==> config.mk <==
export PLATFORM = sky130hd
export DESIGN_NAME = sap_run_arbiter
export DESIGN_NICKNAME = d
export VERILOG_FILES = /design/src/rtl/sap_run_arbiter.sv
export SDC_FILE = /design/constraint.sdc
export NUM_CORES = 1
export LEC_CHECK = 0
export BUFFER_PORTS_ARGS = -buffer_cell sky130_fd_sc_hd__buf_2
export CORE_MARGIN = 2
export CORE_UTILIZATION = 43
export DETAILED_ROUTE_END_ITERATION = 12
export GPL_TIMING_DRIVEN = 0
export PLACE_DENSITY = 0.87
export SLEW_MARGIN = 10
export SYNTH_ARGS = -nofsm -noshare
export SYNTH_HDL_FRONTEND = slang
export SYNTH_SLANG_ARGS = --single-unit
==> constraint.sdc <==
create_clock -name clock -period 1.8 [get_ports clock]
set_input_delay 0 -clock clock [delete_from_list [all_inputs] [get_ports clock]]
set_output_delay 0 -clock clock [all_outputs]
set_load 0.01 [all_outputs]
==> src/rtl/sap_run_arbiter.sv <==
// Run/halt/step sequencer and program-RAM port arbiter for the SAP CPU.
// The loader owns the RAM port in LOAD mode; the MAR owns it in every other state.
module sap_run_arbiter #(
    parameter int unsigned ADDR_W = 4,
    parameter int unsigned DATA_W = 8,
    parameter logic [3:0]  HLT_OP = 4'b1111
) (
    input  logic              clock,
    input  logic              clr,
    input  logic              prog_mode,
    input  logic              run,
    input  logic              step,
    input  logic              ld_valid,
    output logic              ld_ready,
    input  logic [ADDR_W-1:0] ld_addr,
    input  logic [DATA_W-1:0] ld_data,
    input  logic [3:0]        ri,
    input  logic [2:0]        t_state,
    input  logic [ADDR_W-1:0] mar_addr,
    output logic [ADDR_W-1:0] ram_addr,
    output logic [DATA_W-1:0] ram_wdata,
    output logic              ram_we,
    output logic              cpu_en,
    output logic              cpu_rst_n,
    output logic              halted,
    output logic [ADDR_W:0]   load_count
);

    localparam logic [2:0] S_IDLE = 3'd0;
    localparam logic [2:0] S_LOAD = 3'd1;
    localparam logic [2:0] S_RUN  = 3'd2;
    localparam logic [2:0] S_STEP = 3'd3;
    localparam logic [2:0] S_HALT = 3'd4;

    localparam logic [ADDR_W:0] CNT_MAX = {1'b1, {ADDR_W{1'b0}}};
    localparam logic [ADDR_W:0] CNT_ONE = (ADDR_W + 1)'(1);

    logic [2:0]        state_q, state_d;
    logic              run_q, step_q;
    logic              ram_we_q, ram_we_d;
    logic [ADDR_W-1:0] addr_q, addr_d;
    logic [DATA_W-1:0] wdata_q, wdata_d;
    logic [ADDR_W:0]   count_q, count_d;
    logic              restart_q, restart_d;
    logic              stop_q, stop_d;

    logic run_rise, step_rise, accept, hlt_hit, ring_end;

    always_comb begin
        run_rise  = run & ~run_q;
        step_rise = step & ~step_q;
        accept    = (state_q == S_LOAD) & ~ram_we_q & ld_valid;
        hlt_hit   = (t_state == 3'd3) & (ri == HLT_OP);
        ring_end  = (t_state == 3'd5);

        state_d   = state_q;
        stop_d    = stop_q;
        count_d   = count_q;
        restart_d = 1'b0;
        ram_we_d  = accept;
        addr_d    = accept ? ld_addr : addr_q;
        wdata_d   = accept ? ld_data : wdata_q;

        case (state_q)
            S_IDLE: begin
                if (prog_mode) begin
                    state_d = S_LOAD;
                    count_d = '0;
                end else if (run_rise) begin
                    state_d = S_RUN;
                end else if (step_rise) begin
                    state_d = S_STEP;
                end
            end
            S_LOAD: begin
                if (ram_we_q) begin
                    if (count_q != CNT_MAX) begin
                        count_d = count_q + CNT_ONE;
                    end
                end else if (!ld_valid && !prog_mode) begin
                    // Leaving LOAD restarts the CPU so the new program runs from address 0.
                    state_d   = S_IDLE;
                    restart_d = 1'b1;
                end
            end
            S_RUN: begin
                if (hlt_hit) begin
                    state_d = S_HALT;
                    stop_d  = 1'b0;
                end else if (ring_end && (prog_mode || stop_q)) begin
                    state_d = S_IDLE;
                    stop_d  = 1'b0;
                end else if (prog_mode) begin
                    // Remember the stop request so a short prog_mode pulse still ends the run.
                    stop_d = 1'b1;
                end
            end
            S_STEP: begin
                if (hlt_hit) begin
                    state_d = S_HALT;
                end else if (ring_end) begin
                    state_d = S_IDLE;
                end
            end
            S_HALT: begin
                if (prog_mode) begin
                    state_d = S_LOAD;
                    count_d = '0;
                end
            end
            default: begin
                state_d = S_IDLE;
            end
        endcase
    end

    always_ff @(posedge clock or negedge clr) begin
        if (!clr) begin
            state_q   <= S_IDLE;
            run_q     <= 1'b0;
            step_q    <= 1'b0;
            ram_we_q  <= 1'b0;
            addr_q    <= '0;
            wdata_q   <= '0;
            count_q   <= '0;
            restart_q <= 1'b0;
            stop_q    <= 1'b0;
        end else begin
            state_q   <= state_d;
            run_q     <= run;
            step_q    <= step;
            ram_we_q  <= ram_we_d;
            addr_q    <= addr_d;
            wdata_q   <= wdata_d;
            count_q   <= count_d;
            restart_q <= restart_d;
            stop_q    <= stop_d;
        end
    end

    always_comb begin
        ld_ready   = (state_q == S_LOAD) & ~ram_we_q;
        ram_we     = ram_we_q;
        ram_addr   = (state_q == S_LOAD) ? addr_q : mar_addr;
        ram_wdata  = wdata_q;
        cpu_en     = (state_q == S_RUN) | (state_q == S_STEP);
        cpu_rst_n  = ~restart_q;
        halted     = (state_q == S_HALT);
        load_count = count_q;
    end

endmodule

==> impl_metrics.tcl <==
set metrics [dict create \
    synth_cells 117 \
    pre_cts_slack_ps 4.200 \
    async_flop_share_pct 100.0 \
    worst_ep_required_time_ps 2050 \
    ant_nets 0 \
    status "finished clean" \
    grt_max_degree 26 \
    die_area_sq_um 3401 \
    seq_area_frac_synth_pct 49.31 \
    multiInputGateArea_sq_um 599.3 \
    ys_seq_elements 25 \
    die_y_um 58.32 \
    port_buffers 50 \
    setup_viol 0 \
    path_max_fanout 10 \
    cap_violations 0 \
    nets 224 \
    cp_slowest_cell "or3b_4" \
    synth.avg_cell_area_sq_um 10.84 \
    synthFlopType "dfrtp_1" \
    power.total_mw 2.504 \
    netlist-cell-type-count 34 \
    drive_gt1_share_pct 43.75 \
    stdcell_count 223 \
    holdWs_ps 72.26 \
    io_pins 51 \
    slowest_delay_ps 460 \
    finClkSkew_ps 1.312 \
    syn_area_sq_um 1269 \
    hold_path_startpoint "ri[3]" \
    slew_violations 0 \
    power_leakage_nw 0.8782 \
    dr.pass1.iters 4 \
    cp-start-kind "flip-flop" \
    fin_util_pct 65.14 \
    tns_ps 0 \
    syn_nets 148 \
    cpLargestDelayFamily "simple AND/OR/NAND/NOR gates" \
    drt-initial-drc-count 64 \
    path_class "flip-flop to flip-flop" \
    rr_startpoint "state_q[1]" \
    cts.sinks 25 \
    slew_headroom_pct 63.45 \
    grt_first_pass_wirelength_um 5057 \
    cp_data_arrival_time_ps 1960 \
    htreeDepth 1 \
    tightest_slew_ps 548.2 \
    dp.cells 198 \
    start_util_pct 45.61 \
    yosysWarnings 0 \
    antenna_found_initial 0 \
    cp-startpoint "state_q[1]" \
    max_freq_mhz 584.6 \
    fillCellCount 220 \
    grt_use_total_pct 19.14 \
    root_buffer "clkbuf_4" \
    place_area_sq_um 1558 \
    rows 19 \
    n_antenna_cell 0 \
    drc 0 \
    clkLatencyLatePin_ps 320 \
    cts_tree "done" \
    stdcell_area_sq_um 1812 \
    min_period_over_period_pct 95.03 \
    endpoint_kind "flip-flop" \
    p_per_area_nw_per_um2 1382 \
    wl_per_cell_um 14.32 \
    area_growth_pct 42.80 \
    die_w_um 58.32 \
    hold_viol 0 \
    seqCellArea_sq_um 625.6 \
    vias 1167 \
    drt-total-wl_um 3194 \
    fin_ws_ps 89.53 \
    gp_congestion 0.7440 \
    path_buf_inv 1 \
    clkTransAtPathRegs_ps 140 \
    crit_chain "buf_6 -> or3b_4 -> or3_4 -> o211ai_1" \
    grt_pass1_vias 1195 \
    dp_hpwl_um 2245 \
    clockBufferDepth 2 \
    cts_buffers 3 \
    ir_worst_vdd_uv 1070 \
    grt_overflow_total 0 \
    vias_per_cell 5.233 \
    synth_edf_count 0 \
    hold_class "input port to flip-flop" \
    core_area_sq_um 2781 \
    min_period_ps 1710 \
]
[registers in the layout, indices dropped and copies added, names as in the netlist]
signal / cells
run_q: 1
ram_we: 1
state_q: 3
restart_q: 1
addr_q: 4
load_count: 5
ram_wdata: 8
step_q: 1
stop_q: 1
[final timing paths]
check                                end  slack [ps]  cells past startpoint
max                        load_count[0]          90                      4
max in group asynchronous          run_q        1260                      2
min in group asynchronous  load_count[0]         180                      2
min reg2reg                 ram_wdata[0]         520                      1
max reg2reg                load_count[0]          90                      4
min                               stop_q          70                      4
[layout make-up]
class | instances | area share [%]
plain buffers | 4 | 1.450
clock buffers | 3 | 1.243
clock inverters | 1 | 0.4834
inverters | 8 | 1.657
multi-input cells | 79 | 33.08
flip-flops and latches | 25 | 34.53
well taps | 31 | 2.141
repair buffers | 72 | 25.41
[cell usage after synthesis, types with 2 or more instances]
library cell / instances / share of area, %
nor3b_1: 3 / 1.8
nand4_1: 2 / 0.99
o221ai_1: 2 / 1.4
buf_2: 2 / 0.79
a31oi_1: 2 / 0.99
o211ai_1: 3 / 1.8
or3_1: 3 / 1.5
dfrtp_1: 25 / 49
nand2_1: 16 / 4.7
ha_1: 2 / 2.0
nor4_1: 2 / 0.99
o21ai_0: 4 / 1.6
a21oi_1: 3 / 1.2
nor2_1: 4 / 1.2
buf_6: 2 / 1.8
nor2b_1: 4 / 2.0
nand3b_1: 2 / 1.2
mux2_2: 13 / 12
inv_1: 8 / 2.4
[layer usage]
metal  vias to the layer above  share of wire, %  GRT usage, %
met3                         0               5.3         4.396
met2                        45                54         36.44
met5                         -                 0             0
li1                        564                 -             -
met4                         0                 0         4.319
met1                       558                41         21.43
[worst reg2reg max path: stages (launching register included)]
cell and delay (ps):
dfrtp_1 450, buf_6 150, or3b_4 460, or3_4 390, o211ai_1 190
[cells in the final DEF, fill, tap and decap left out, types with 2 or more instances in the layout]
master / n
clkbuf_4: 3
a31oi_1: 2
dfrtp_1: 25
inv_1: 8
ha_1: 2
dlygate4sd3_1: 18
a21oi_1: 3
buf_2: 52
nand3b_1: 2
buf_4: 4
o21ai_0: 4
o221ai_1: 2
mux2_2: 13
nand2_1: 16
o211ai_1: 3
nor4_1: 2
nand4_1: 2
nor2_1: 4
or3_1: 3
nor2b_1: 4
[power breakdown]
group	total [mW]	internal, mW	leakage, nW	switching [mW]
sequential	0.951	0.779	0.306	0.172
clock	0.267	0.0904	0.0183	0.176
combinational	1.29	0.665	0.554	0.621
total	2.50	1.53	0.878	0.970
[cells by family (layout without fill, tap and decap cells)]
| group | Yosys count | after routing | synth area share (%) |
|---|---|---|---|
| AOI/OAI and AO/OA | 18 | 18 | 9.468 |
| buffers and inverters | 13 | 88 | 5.227 |
| and+or+nand+nor | 46 | 46 | 22.48 |
| muxes | 13 | 13 | 11.54 |
| DFF | 25 | 25 | 49.31 |
| adders and majority gates | 2 | 2 | 1.972 |
[repair_timing]
action                     CTS  global route
resized for setup            1             5
buffers inserted             1             3
hold buffers                18             0
hold endpoints to repair    41             0
setup endpoints to repair   11             6
pin swaps                    1             2
Power figures use the tool's default switching activity.
